### config.mk
export PLATFORM = sky130hd
export DESIGN_NAME = ibex_multdiv_sequencer
export DESIGN_NICKNAME = d
export VERILOG_FILES = /design/src/rtl/ibex_multdiv_sequencer.sv
export SDC_FILE = /design/constraint.sdc
export NUM_CORES = 1
export LEC_CHECK = 0
export ABC_AREA = 1
export CORE_MARGIN = 2
export CORE_UTILIZATION = 25
export DETAILED_ROUTE_END_ITERATION = 8
export GPL_ROUTABILITY_DRIVEN = 0
export PLACE_DENSITY_LB_ADDON = 0.2
export SLEW_MARGIN = 20
export SYNTH_ARGS = -nofsm -noshare
export SYNTH_HDL_FRONTEND = slang
export SYNTH_SLANG_ARGS = --single-unit
### constraint.sdc
create_clock -name clk_i -period 2.9 [get_ports clk_i]
set_input_delay 0.58 -clock clk_i [delete_from_list [all_inputs] [get_ports clk_i]]
set_output_delay 0.58 -clock clk_i [all_outputs]
set_load 0.05 [all_outputs]
### src/rtl/ibex_multdiv_sequencer.sv
`default_nettype none
// ============================================================================
// Module   : ibex_multdiv_sequencer
// Brief    : Request/response front end for the fast multiply/divide engine;
//            latches one M-extension op and sequences the engine to completion.
// Revision : 1.0 - initial release
// ============================================================================
module ibex_multdiv_sequencer #(
    parameter int CNT_W = 6
) (
    input  logic             clk_i,
    input  logic             rst_ni,
    input  logic             req_valid_i,
    output logic             req_ready_o,
    input  logic [2:0]       req_op_i,
    input  logic [31:0]      req_a_i,
    input  logic [31:0]      req_b_i,
    input  logic             data_ind_timing_i,
    input  logic             flush_i,
    output logic             resp_valid_o,
    input  logic             resp_ready_i,
    output logic [31:0]      resp_result_o,
    output logic             md_mult_en_o,
    output logic             md_div_en_o,
    output logic             md_mult_sel_o,
    output logic             md_div_sel_o,
    output logic [1:0]       md_operator_o,
    output logic [1:0]       md_signed_mode_o,
    output logic [31:0]      md_op_a_o,
    output logic [31:0]      md_op_b_o,
    output logic             md_equal_to_zero_o,
    output logic             md_data_ind_timing_o,
    output logic [67:0]      md_imd_val_q_o,
    input  logic [67:0]      md_imd_val_d_i,
    input  logic [1:0]       md_imd_val_we_i,
    output logic             md_ready_id_o,
    input  logic             md_valid_i,
    input  logic [31:0]      md_result_i,
    output logic [CNT_W-1:0] busy_cycles_o
);

    typedef enum logic [1:0] {
        S_IDLE  = 2'd0,
        S_BUSY  = 2'd1,
        S_DRAIN = 2'd2,
        S_RESP  = 2'd3
    } state_e;

    state_e            r_state_q, w_state_d;
    logic [1:0]        r_operator_q, w_operator_d, w_operator;
    logic [1:0]        r_mode_q, w_mode_d, w_mode;
    logic              r_mult_sel_q, w_mult_sel_d, r_div_sel_q, w_div_sel_d;
    logic              r_mult_en_q, w_mult_en_d, r_div_en_q, w_div_en_d;
    logic              r_ready_id_q, w_ready_id_d;
    logic              r_resp_valid_q, w_resp_valid_d;
    logic              r_eq_zero_q, w_eq_zero_d, r_dit_q, w_dit_d;
    logic [31:0]       r_op_a_q, w_op_a_d, r_op_b_q, w_op_b_d;
    logic [31:0]       r_result_q, w_result_d;
    logic [33:0]       r_imd0_q, w_imd0_d, r_imd1_q, w_imd1_d;
    logic [CNT_W-1:0]  r_cnt_q, w_cnt_d, r_busy_q, w_busy_d, w_cnt_inc;
    logic              w_accept;

    // A flush in RESP must not look like an accepted request to the producer.
    assign req_ready_o = (r_state_q == S_IDLE) |
                         ((r_state_q == S_RESP) & resp_ready_i & ~flush_i);
    assign w_accept    = req_valid_i & req_ready_o;
    assign w_cnt_inc   = (&r_cnt_q) ? r_cnt_q : r_cnt_q + {{(CNT_W-1){1'b0}}, 1'b1};

    always_comb begin
        w_operator = 2'd0;
        w_mode     = 2'b00;
        case (req_op_i)
            3'd0:    begin w_operator = 2'd0; w_mode = 2'b00; end
            3'd1:    begin w_operator = 2'd1; w_mode = 2'b11; end
            3'd2:    begin w_operator = 2'd1; w_mode = 2'b01; end
            3'd3:    begin w_operator = 2'd1; w_mode = 2'b00; end
            3'd4:    begin w_operator = 2'd2; w_mode = 2'b11; end
            3'd5:    begin w_operator = 2'd2; w_mode = 2'b00; end
            3'd6:    begin w_operator = 2'd3; w_mode = 2'b11; end
            default: begin w_operator = 2'd3; w_mode = 2'b00; end
        endcase
    end

    always_comb begin
        w_state_d      = r_state_q;
        w_operator_d   = r_operator_q;
        w_mode_d       = r_mode_q;
        w_mult_sel_d   = r_mult_sel_q;
        w_div_sel_d    = r_div_sel_q;
        w_mult_en_d    = r_mult_en_q;
        w_div_en_d     = r_div_en_q;
        w_ready_id_d   = r_ready_id_q;
        w_resp_valid_d = r_resp_valid_q;
        w_eq_zero_d    = r_eq_zero_q;
        w_dit_d        = r_dit_q;
        w_op_a_d       = r_op_a_q;
        w_op_b_d       = r_op_b_q;
        w_result_d     = r_result_q;
        w_cnt_d        = r_cnt_q;
        w_busy_d       = r_busy_q;
        w_imd0_d       = md_imd_val_we_i[0] ? md_imd_val_d_i[33:0]  : r_imd0_q;
        w_imd1_d       = md_imd_val_we_i[1] ? md_imd_val_d_i[67:34] : r_imd1_q;

        case (r_state_q)
            S_BUSY: begin
                w_cnt_d = w_cnt_inc;
                if (md_valid_i) begin
                    w_mult_en_d  = 1'b0;
                    w_div_en_d   = 1'b0;
                    w_ready_id_d = 1'b0;
                    if (flush_i) begin
                        w_state_d = S_IDLE;
                    end else begin
                        w_result_d     = md_result_i;
                        w_busy_d       = w_cnt_inc;
                        w_resp_valid_d = 1'b1;
                        w_state_d      = S_RESP;
                    end
                end else if (flush_i) begin
                    w_state_d = S_DRAIN;
                end
            end
            // Engine cannot be aborted, so keep it running until it reports done.
            S_DRAIN: begin
                if (md_valid_i) begin
                    w_mult_en_d  = 1'b0;
                    w_div_en_d   = 1'b0;
                    w_ready_id_d = 1'b0;
                    w_state_d    = S_IDLE;
                end
            end
            S_RESP: begin
                if (flush_i || resp_ready_i) begin
                    w_resp_valid_d = 1'b0;
                    w_state_d      = S_IDLE;
                end
            end
            default: ;
        endcase

        if (w_accept) begin
            w_state_d      = S_BUSY;
            w_operator_d   = w_operator;
            w_mode_d       = w_mode;
            w_mult_sel_d   = ~req_op_i[2];
            w_div_sel_d    = req_op_i[2];
            w_mult_en_d    = ~req_op_i[2];
            w_div_en_d     = req_op_i[2];
            w_ready_id_d   = 1'b1;
            w_resp_valid_d = 1'b0;
            w_eq_zero_d    = (req_b_i == 32'd0);
            w_dit_d        = data_ind_timing_i;
            w_op_a_d       = req_a_i;
            w_op_b_d       = req_b_i;
            w_cnt_d        = '0;
        end
    end

    always_ff @(posedge clk_i or negedge rst_ni) begin
        if (!rst_ni) begin
            r_state_q      <= S_IDLE;
            r_operator_q   <= 2'd0;
            r_mode_q       <= 2'b00;
            r_mult_sel_q   <= 1'b0;
            r_div_sel_q    <= 1'b0;
            r_mult_en_q    <= 1'b0;
            r_div_en_q     <= 1'b0;
            r_ready_id_q   <= 1'b0;
            r_resp_valid_q <= 1'b0;
            r_eq_zero_q    <= 1'b0;
            r_dit_q        <= 1'b0;
            r_op_a_q       <= 32'd0;
            r_op_b_q       <= 32'd0;
            r_result_q     <= 32'd0;
            r_cnt_q        <= '0;
            r_busy_q       <= '0;
            r_imd0_q       <= 34'd0;
            r_imd1_q       <= 34'd0;
        end else begin
            r_state_q      <= w_state_d;
            r_operator_q   <= w_operator_d;
            r_mode_q       <= w_mode_d;
            r_mult_sel_q   <= w_mult_sel_d;
            r_div_sel_q    <= w_div_sel_d;
            r_mult_en_q    <= w_mult_en_d;
            r_div_en_q     <= w_div_en_d;
            r_ready_id_q   <= w_ready_id_d;
            r_resp_valid_q <= w_resp_valid_d;
            r_eq_zero_q    <= w_eq_zero_d;
            r_dit_q        <= w_dit_d;
            r_op_a_q       <= w_op_a_d;
            r_op_b_q       <= w_op_b_d;
            r_result_q     <= w_result_d;
            r_cnt_q        <= w_cnt_d;
            r_busy_q       <= w_busy_d;
            r_imd0_q       <= w_imd0_d;
            r_imd1_q       <= w_imd1_d;
        end
    end

    assign resp_valid_o         = r_resp_valid_q;
    assign resp_result_o        = r_result_q;
    assign md_mult_en_o         = r_mult_en_q;
    assign md_div_en_o          = r_div_en_q;
    assign md_mult_sel_o        = r_mult_sel_q;
    assign md_div_sel_o         = r_div_sel_q;
    assign md_operator_o        = r_operator_q;
    assign md_signed_mode_o     = r_mode_q;
    assign md_op_a_o            = r_op_a_q;
    assign md_op_b_o            = r_op_b_q;
    assign md_equal_to_zero_o   = r_eq_zero_q;
    assign md_data_ind_timing_o = r_dit_q;
    assign md_imd_val_q_o       = {r_imd1_q, r_imd0_q};
    assign md_ready_id_o        = r_ready_id_q;
    assign busy_cycles_o        = r_busy_q;

endmodule
`default_nettype wire

==> results.md, run 1 <==
- Outcome: complete, no violations
- Worst path max stage delay: 880 ps
- DPL Wire Length: 16.7 mm
- Via count: 6,159
- Initial Util: 25.6%
- Most frequent cells in the layout: 356 x clkdlybuf4s50_1, 290 x nand2_1, 190 x dfrtp_1
- Reg area: 4750 um^2
- Vias in the first global route: 6,261
- CP top delay family: buffers and inverters
- Worst path slowest cell: clkdlybuf4s50_1
- Grt ovf: 0
- Syn nets: 920
- Post-synth EDFFs: 0
- # diodes: 0
- Setup violations, final: 0
- Area occupied by multi-input gates: 2450 um^2
- Commonest non-fill, non-tap cell in the layout: clkdlybuf4s50_1
- DRC: 0
- Average wire per standard cell: 15.3 um
- Root Driver: clkbuf_16
- Die Ht: 179 um
- Peak VDD IR: 0.652 mV
- Share of layout cells above drive strength 1: 11.5%
- Pwr Density: 1060 nW/um^2
- Min Hold Slack: 80.0 ps
- Post-CTS Hold Buffers: 0
- Post-synth top area share: 62.3%
- Global Route Usage Sum: 14.2%
- Filler cell count: 2,960
- Final Hold Vio Count: 0
- Tcrit/Tclk final: 78.0%
- IO buf count: 358
- Drt total wl: 23.0 mm
- Worst endpoint required time: 2320 ps
- Iter 0 DRT Violations: 244
- Horiz. Die Dim: 179 um
- Post-CTS Resized: 0
- Crit path buf inv count: 1
- Largest net degree at the start of global routing: 68
- Yosys Warn Count: 0
- Ys flop type: dfrtp_1
- Max Clk Rate: 0.442 GHz
- Startpoint Class: flop
- CP Capture Type: primary output
- Top cells by area, synth: dfrtp_1 62%, nand2_1 14%, mux2_2 10%, inv_1 2.6%, o21ai_0 2.0%
- Max-Cap Viols: 0
- CORE AREA: 29,900 um^2
- First-pass DRT Iterations: 5
- Min-delay worst type: primary input to asynchronous set/reset pin
- H-tree levels: 4
- Worst Path Max Fanout: 2
- Least-Margin Pin Slew: 613 ps
- Clock tree from TritonCTS: done
- Min Tclk post-route: 2260 ps
- Worst reg2reg path startpoint: r_state_q[0]$_DFFE_PN0P_
- Final Slew Violations: 0
- Bufs on Longest Clock Path: 2
- Setup TNS: 0 ps
- Clock-pin slew on the worst setup and hold paths: 90 ps
- I/O pin count: 359
- Post-Synthesis Cells: 738
- Initial antenna violation count: 0
- Syn_area_per_cell: 10.3 um^2
- FFs w/ async S/R, synth: 100%
- Netlist cell types: 25
- Crit path cell chain: clkdlybuf4s50_1
- P_leak: 5.58 nW
- Final #Nets: 1,277
- FF+latch count, synth: 190
- Clk sink count: 190
- Row cnt: 63
- CTS Buf Count: 17
- Register area share after synthesis: 62.3%
- RSZ-0062 raised after global routing: false
- Final clock skew: 19.0 ps
- Post-CTS Setup Inserts: 0
- Average via count per standard cell: 4.11
- Crit Path Category: flop to primary output
- Worst-Skew Late Latency: 430 ps
- Final ANT Viol Nets: 0
- Cell Area, Synth: 7640 um^2
- Crit path launch: busy_cycles_o[5]$_DFFE_PN0P_
- First-pass GRT wire length: 35.1 mm
- Area Overhead vs Synth: 59.6%
- Max-slew headroom: 59.0%
- CP Data Arrival Time: 1680 ps
- Die Area: 32,000 um^2
- Biggest area consumer among synthesized cells: dfrtp_1
==> stage by stage <==
stage	power (mW)	instance area (um^2)	cells	setup WS, ps	utilization (%)
final	12.9	12200	1497	638	40.8
after global routing	13.6	12200	1497	559	40.8
after CTS	13.1	12200	1497	580	40.8
after detailed placement	10.6	11600	1466	510	38.9
after global placement	10.6	11600	1466	549	38.9
after floorplan	8.21	7640	738	1300	-
==> Yosys cell counts, types with 3 or more instances <==
cell       n
nand3_1   14
dfrtp_1  190
buf_4      3
nand2_1  290
inv_2      5
buf_6      9
mux2_2    68
nand2_2    4
inv_1     53
nand4_1   11
ha_1       6
nor2_1    10
buf_2     16
o21ai_1   16
o21ai_0   30
==> logic make-up after synthesis <==
logic type	Yosys count	share of synthesized area [%]
AO/OA/AOI/OAI	49	3.26
multiplexers	68	10.0
buffers and inverters	89	5.68
flip-flops	190	62.3
AND/OR/NAND/NOR	335	17.7
adder cells (fa/ha/maj)	6	0.983
XOR/XNOR	1	0.115
==> metal layers <==
metal  part of all wire, %  GRT usage (%)  wire [um]
met5                     0              0          0
met4                  0.47           2.44        107
met3                    12           6.21       2650
met2                    44           22.7      10200
met1                    44           18.1      10000
==> flip-flops by register name, indices dropped and copies added, names as in the netlist <==
signal                flops
md_mult_sel_o             1
md_div_sel_o              1
md_op_a_o                32
md_div_en_o               1
r_imd0_q                 34
md_ready_id_o             1
r_cnt_q                   6
r_state_q                 2
md_op_b_o                32
md_mult_en_o              1
r_imd1_q                 34
busy_cycles_o             6
md_equal_to_zero_o        1
resp_valid_o              1
md_data_ind_timing_o      1
md_signed_mode_o          2
resp_result_o            32
md_operator_o             2
==> power by group <==
part	leakage (nW)	internal, mW	switching [mW]
registers	2.32	3.50	0.479
logic	2.97	2.12	4.40
clock network	0.285	1.19	1.17
==> path summary, 6_finish.rpt <==
path                                            endpoint  slack, ps  cells after the start
min in group clk_i         resp_result_o[24]$_DFFE_PN0P_        470                      2
max in group asynchronous  resp_result_o[22]$_DFFE_PN0P_       2040                      2
setup reg to reg                 md_div_en_o$_DFFE_PN0P_        970                      8
setup / recovery                        busy_cycles_o[5]        640                      1
hold / removal                 md_op_b_o[10]$_DFFE_PN0P_         80                      1
hold reg to reg            resp_result_o[24]$_DFFE_PN0P_        470                      2
==> final cells by class <==
cell class	instances	share of cell area, %
Sequential cell	190	39.0
Timing Repair Buffer	369	30.4
Multi-Input combinational cell	459	20.1
Tap cell	390	4.00
Clock buffer	19	3.72
Inverter	58	1.79
Clock inverter	12	1.01
No activity file was read; power rests on OpenSTA's default activity.
==> inputs of run 2 (changes only) <==
==> constraint.sdc (replaced) <==
create_clock -name clk_i -period 2.1 [get_ports clk_i]
set_input_delay 0.42 -clock clk_i [delete_from_list [all_inputs] [get_ports clk_i]]
set_output_delay 0.42 -clock clk_i [all_outputs]
set_load 0.05 [all_outputs]
==> run 2 against run 1 <==
  * Critical path depth stayed put
  * Wire length is 0.41% lower
  * First-iteration DRC count is 20% higher
  * Via count is 0.31% higher
  * Count of clock-buffer cells in the layout is 1 lower
  * Non-clock buffer count is 6 higher
  * Global-route usage is 0.14 points lower
  * Clock power is 35% higher
  * Clock skew is 8.3 ps lower
  * Sequential power is 38% higher
  * Critical path type unchanged
  * Largest power group unchanged
  * Highest routed layer unchanged
==> results.md, run 2 (same netlist as run 1, synthesis figures left out) <==
- Outcome: complete, no violations
- Die Area: 32,000 um^2 (unchanged)
- IO buf count: 358 (unchanged)
- Startpoint Class: flop
- Final #Nets: 1,283 (+0.47%)
- Worst R2R Setup Slack: 450 ps (-520 ps)
- CP Capture Type: primary output
- P_leak: 5.85 nW (+4.7%)
- Max Clk Rate: 0.487 GHz
- Clock power frac: 18.0% (-0.3 points)
- Routing usage on met3: 6.11% (-0.11 points)
- Row cnt: 63 (unchanged)
- Min Tclk post-route: 2050 ps
- Max-Cap Viols: 0 (unchanged)
- Initial antenna violation count: 1 (+1)
- GR Util met1: 17.1% (-1.1 points)
- CP Data Arrival Time: 1630 ps (-50 ps)
- DRC: 0 (unchanged)
- RSZ-0062 raised after global routing: false
- Via count: 6,178 (+0.31%)
- Crit path cell chain: clkdlybuf4s50_1
- Global routing usage on met2: 22.6% (-0.064 points)
- DPL Wire Length: 16.7 mm (-0.11%)
- Commonest non-fill, non-tap cell in the layout: clkdlybuf4s50_1
- H-tree levels: 4 (unchanged)
- Horiz. Die Dim: 179 um (unchanged)
- Largest regs: r_imd0_q x34, r_imd1_q x34
- Worst path max stage delay: 840 ps (-40 ps)
- Final Slew Violations: 0 (unchanged)
- Final Hold Vio Count: 0 (unchanged)
- Tcrit/Tclk final: 97.7%
- Drt total wl: 22.9 mm (-0.41%)
- Setup violations, final: 0 (unchanged)
- Combinational fraction of design power: 51.1% (+0.4 points)
- First-pass GRT wire length: 34.5 mm (-1.7%)
- Grt ovf: 0 (unchanged)
- Crit path launch: md_op_a_o[24]$_DFFE_PN0P_
- Worst path slowest cell: clkdlybuf4s50_1
- Clock tree from TritonCTS: done
- Root Driver: clkbuf_16
- Area Overhead vs Synth: 61.2%
- Switching power: 8.33 mW (+38%)
- Worst Path Max Fanout: 2 (unchanged)
- I/O pin count: 359 (unchanged)
- Clock-pin slew on the worst setup and hold paths: 80 ps (about the same)
- Crit path buf inv count: 1 (unchanged)
- Hold path depth: 2
- Switching share of power: 47.0% (-0.079 points)
- GR peak layer: met2
- Die Ht: 179 um (unchanged)
- Bufs on Longest Clock Path: 2 (unchanged)
- Setup TNS: 0 ps (unchanged)
- Worst endpoint required time: 1680 ps (-640 ps)
- Final Cell Area: 12,300 um^2 (+0.99%)
- Worst-Skew Late Latency: 430 ps (about the same)
- Final clock skew: 10.6 ps (-8.33 ps)
- CORE AREA: 29,900 um^2 (unchanged)
- Max-slew headroom: 60.6% (+1.6 points)
- FF-to-FF End: r_cnt_q[5]$_DFFE_PN0P_
- Internal power: 9.41 mW (+38%)
- Clk sink count: 190 (unchanged)
- First-pass DRT Iterations: 4 (-1)
- Vias in the first global route: 6,182 (-1.3%)
- Share of layout cells above drive strength 1: 12.8% (+1.3 points)
- Crit Path Category: flop to primary output
- Global Route Usage Sum: 14.1% (-0.14 points)
- Peak VDD IR: 0.686 mV (+5.2%)
- Hold path startpoint: resp_result_o[30]$_DFFE_PN0P_
- Worst Hold Path EP: resp_result_o[30]$_DFFE_PN0P_
- Pwr Density: 1440 nW/um^2 (+37%)
- Final ANT Viol Nets: 0 (unchanged)
- Worst reg2reg path startpoint: r_state_q[0]$_DFFE_PN0P_
- Min-delay worst type: flop to flop
- R2R depth: 9 (+1)
- CTS Buf Count: 17 (unchanged)
- Largest net degree at the start of global routing: 55 (-19%)
- Average wire per standard cell: 15.2 um (-0.88%)
- CP top delay family: buffers and inverters
- Iter 0 DRT Violations: 294 (+20%)
- Average via count per standard cell: 4.11 (-0.16%)
- Reg power frac: 30.9% (about the same)
- Most frequent cells in the layout: 327 x clkdlybuf4s50_1, 290 x nand2_1, 190 x dfrtp_1
- Dpl cell area: 11,700 um^2 (+0.75%)
- Initial Util: 25.6% (unchanged)
- Least-Margin Pin Slew: 590 ps (-23.0 ps)
==> run 2: changes by cell type in the layout (fill, tap and decap cells not counted), sizes merged <==
cell,before,now
dlymetal6s2s,0,16
inv,65,66
clkdlybuf4s50,356,327
dlygate4sd2,0,3
clkbuf,20,19
dlygate4sd3,0,1
diode,0,1
buf,12,27
==> run 2: how the worst max path moves through the flow <==
stage | slack (ps) | cells past startpoint | endpoint
2_1_floorplan | 520 | 11 | resp_valid_o$_DFFE_PN0P_
3_3_place_gp | 220 | 9 | r_cnt_q[2]$_DFFE_PN0P_
3_5_place_dp | 210 | 9 | r_cnt_q[2]$_DFFE_PN0P_
4_1_cts | 0.9 | 1 | md_equal_to_zero_o
5_1_grt | 2 | 1 | resp_result_o[4]
6_report | 50 | 1 | md_op_a_o[24]
==> run 2: routing by layer <==
layer  up-vias  routed length [um]
met1      2846                9580
met5         -                   0
met4         0                 336
met2       261               10400
li1       3050                   -
met3        21                2600
==> run 2: timing repair <==
item,in CTS,in global routing
setup buffers,0,0
gates resized for setup,3,16
hold endpoints to repair,47,0
hold buffers,1,0
setup endpoints to repair,3,16
==> run 2: metrics by stage <==
| stage | power [mW] | std cells | utilization (%) | hold slack, ps | setup slack [ps] |
|---|---|---|---|---|---|
| 2_1_floorplan | 11.3 | 738 | - | 124 | 515 |
| 3_3_place_gp | 14.7 | 1471 | 39.2 | 439 | 224 |
| 3_5_place_dp | 14.8 | 1471 | 39.2 | 445 | 208 |
| 4_1_cts | 18.1 | 1503 | 41.1 | 475 | 0.934 |
| 5_1_grt | 18.8 | 1503 | 41.2 | 503 | 2.17 |
| 6_report | 17.7 | 1504 | 41.2 | 472 | 47.3 |
==> run 2: area by class of cell <==
| cell class | instances | area, um^2 |
|---|---|---|
| diodes | 1 | 2.50 |
| clock buffers | 18 | 439 |
| clock inverters | 13 | 120 |
| fillers | 2928 | 17600 |
| inverters | 58 | 218 |
| multi-input cells | 459 | 2450 |
| flip-flops and latches | 190 | 4750 |
| well taps | 390 | 488 |
| repair buffers | 375 | 3840 |
==> run 2: power groups by stage <==
stage	combinational, mW	clock, mW	sequential, mW
6_report	9.07	3.19	5.49
5_1_grt	9.65	3.51	5.65
4_1_cts	9.22	3.38	5.51
3_5_place_dp	9.22	0	5.54
3_3_place_gp	9.20	0	5.54
2_1_floorplan	1.84	0	9.50
==> inputs of run 3 (changes only) <==
--- a/config.mk
+++ b/config.mk
@@ -6,7 +6,6 @@
 export NUM_CORES = 1
 export LEC_CHECK = 0
 export ABC_AREA = 1
-export CORE_MARGIN = 2
 export CORE_UTILIZATION = 25
 export DETAILED_ROUTE_END_ITERATION = 8
 export GPL_ROUTABILITY_DRIVEN = 0
==> run 3 against run 2 <==
  * Cell area is essentially flat
  * Worst setup slack better by 6.8 ps
  * Wire length is 4.2% lower
  * Largest cell class unchanged
  * Worst hold slack lost 130 ps
  * Sequential share of layout area is essentially flat
  * Highest routed layer unchanged
==> results.md, run 3 (same netlist as run 1, synthesis figures left out) <==
- Largest regs: r_imd0_q x34, r_imd1_q x34
- Initial antenna violation count: 0 (-1)
- Grt ovf: 0 (unchanged)
- Max-Cap Viols: 0 (unchanged)
- CTS Buf Count: 17 (unchanged)
- Peak VDD IR: 0.778 mV (+13%)
- Bufs on Longest Clock Path: 2 (unchanged)
- Die Area: 31,300 um^2 (-2.2%)
- Drt total wl: 21.9 mm (-4.2%)
- Vias in the first global route: 6,105 (-1.2%)
- Final Cell Area: 12,300 um^2 (about the same)
- DRC: 0 (unchanged)
- Filler cell count: 2,920 (-0.27%)
- Inst Count DP: 1,465 (-0.41%)
- Post-Layout Cell Count: 1,498 (-0.40%)
- Worst path slowest cell: clkdlybuf4s50_1
- First-pass DRT Iterations: 4 (unchanged)
- Max-slew headroom: 52.5% (-8.1 points)
- CORE AREA: 29,900 um^2 (unchanged)
- Clk sink count: 190 (unchanged)
- Root Driver: clkbuf_16
- Startpoint Class: flop
- Most frequent cells in the layout: 333 x clkdlybuf4s50_1, 290 x nand2_1, 190 x dfrtp_1
- Overall power: 17.9 mW (+0.78%)
- CP Capture Type: primary output
- H-tree levels: 4 (unchanged)
- IO buf count: 358 (unchanged)
- Worst Path Max Fanout: 2 (unchanged)
- Worst R2R Setup Slack: 360 ps (-90 ps)
- Clock-pin slew on the worst setup and hold paths: 90 ps (about the same)
- CP Data Arrival Time: 1630 ps (about the same)
- Min-delay worst type: primary input to asynchronous set/reset pin
- Tcrit/Tclk final: 97.4% (-0.33 points)
- Global Route Usage Sum: 14.0% (-0.067 points)
- # diodes: 0 (-1)
- Max Clk Rate: 0.489 GHz (+0.33%)
- Dpl cell area: 11,700 um^2 (-0.41%)
- Worst endpoint required time: 1680 ps (about the same)
- Crit Path Category: flop to primary output
- Clock tree from TritonCTS: done
- Final Slew Violations: 0 (unchanged)
- Final #Nets: 1,277 (-0.47%)
- CP top delay family: buffers and inverters
- P_leak: 5.83 nW (-0.28%)
- Average via count per standard cell: 4.09 (-0.36%)
- Final ANT Viol Nets: 0 (unchanged)
- Area Overhead vs Synth: 61.3% (about the same)
- First-pass GRT wire length: 34.1 mm (-1.4%)
- Setup TNS: 0 ps (unchanged)
- Min Tclk post-route: 2050 ps (-6.83 ps)
- Die Ht: 177 um (-1.1%)
- Final clock skew: 12.0 ps (+1.36 ps)
- Iter 0 DRT Violations: 232 (-21%)
- Pwr Density: 1450 nW/um^2 (+0.71%)
- Worst path max stage delay: 830 ps (about the same)
- Worst-Skew Late Latency: 420 ps (about the same)
- RSZ-0062 raised after global routing: false
- Row cnt: 63 (unchanged)
- Least-Margin Pin Slew: 713 ps (+123 ps)
- Commonest non-fill, non-tap cell in the layout: clkdlybuf4s50_1
- DPL Wire Length: 15.9 mm (-5.2%)
- Crit path cell chain: clkdlybuf4s50_1
- Outcome: complete, no violations
- Share of layout cells above drive strength 1: 12.0% (-0.75 points)
- Average wire per standard cell: 14.6 um (-3.8%)
- Crit path buf inv count: 1 (unchanged)
- Setup violations, final: 0 (unchanged)
- I/O pin count: 359 (unchanged)
- Largest net degree at the start of global routing: 106 (+93%)
- Initial Util: 25.6% (unchanged)
- Horiz. Die Dim: 177 um (-1.1%)
- Via count: 6,131 (-0.76%)
- Final Hold Vio Count: 0 (unchanged)
## run 3: cell count changes in the layout (fill, tap and decap cells not counted)
cell and change:
buf_4 -9, clkinv_2 -1, inv_12 +1, diode_2 -1, inv_6 -1, buf_12 -1
clkinv_8 +6, clkinvlp_4 +1, clkinv_4 -3, inv_8 -1, clkbuf_8 -1, clkdlybuf4s50_1 +6
dlygate4sd2_1 -2
## run 3: cell type report
| class | count | area [um^2] | area share [%] |
|---|---|---|---|
| Clock inverter | 15 | 190 | 1.54 |
| Inverter | 58 | 218 | 1.77 |
| Sequential cell | 190 | 4750 | 38.6 |
| Timing Repair Buffer | 369 | 3790 | 30.8 |
| Tap cell | 390 | 488 | 3.96 |
| Clock buffer | 17 | 425 | 3.45 |
| Multi-Input combinational cell | 459 | 2450 | 19.9 |
## run 3: report_power, final
part           internal (mW)  switching (mW)  total [mW]
logic                   2.99            6.07        9.05
clock network           1.63            1.71        3.34
registers               4.83           0.652        5.49
total                   9.46            8.42        17.9
## run 3: what timing repair did
action,4_1_cts,5_1_grt
pin swaps,0,0
buffers inserted,0,0
endpoints found under the setup margin,1,16
hold buffers,1,0
resized for setup,1,16
hold endpoints to repair,2,0
cloned,0,0
## run 3: layer usage
layer  global-route usage, %  vias up  share of wire (%)
li1                        -     3042                  -
met1                    18.4     2842                 45
met2                    22.0      238                 45
met3                    4.94        9                9.2
met4                    3.45        0               0.73
met5                       0        -                  0
## run 3: worst paths after layout
| kind | from | to | cells past startpoint |
|---|---|---|---|
| min reg2reg | resp_result_o[8]$_DFFE_PN0P_ | resp_result_o[8]$_DFFE_PN0P_ | 2 |
| min in group clk_i | resp_result_o[8]$_DFFE_PN0P_ | resp_result_o[8]$_DFFE_PN0P_ | 2 |
| min | rst_ni | md_op_b_o[0]$_DFFE_PN0P_ | 2 |
| max reg2reg | r_state_q[1]$_DFFE_PN0P_ | busy_cycles_o[3]$_DFFE_PN0P_ | 7 |
| max in group asynchronous | rst_ni | resp_result_o[31]$_DFFE_PN0P_ | 3 |
| max | md_op_a_o[11]$_DFFE_PN0P_ | md_op_a_o[11] | 1 |
## run 3: metrics by stage
| step | util (%) | worst slack [ps] | hold slack, ps |
|---|---|---|---|
| after floorplan | - | 515 | 124 |
| after global placement | 39.0 | 77.7 | 236 |
| after detailed placement | 39.0 | 57.1 | 237 |
| after CTS | 41.1 | 3.14 | 322 |
| after global routing | 41.2 | 1.54 | 329 |
| final | 41.2 | 54.1 | 345 |
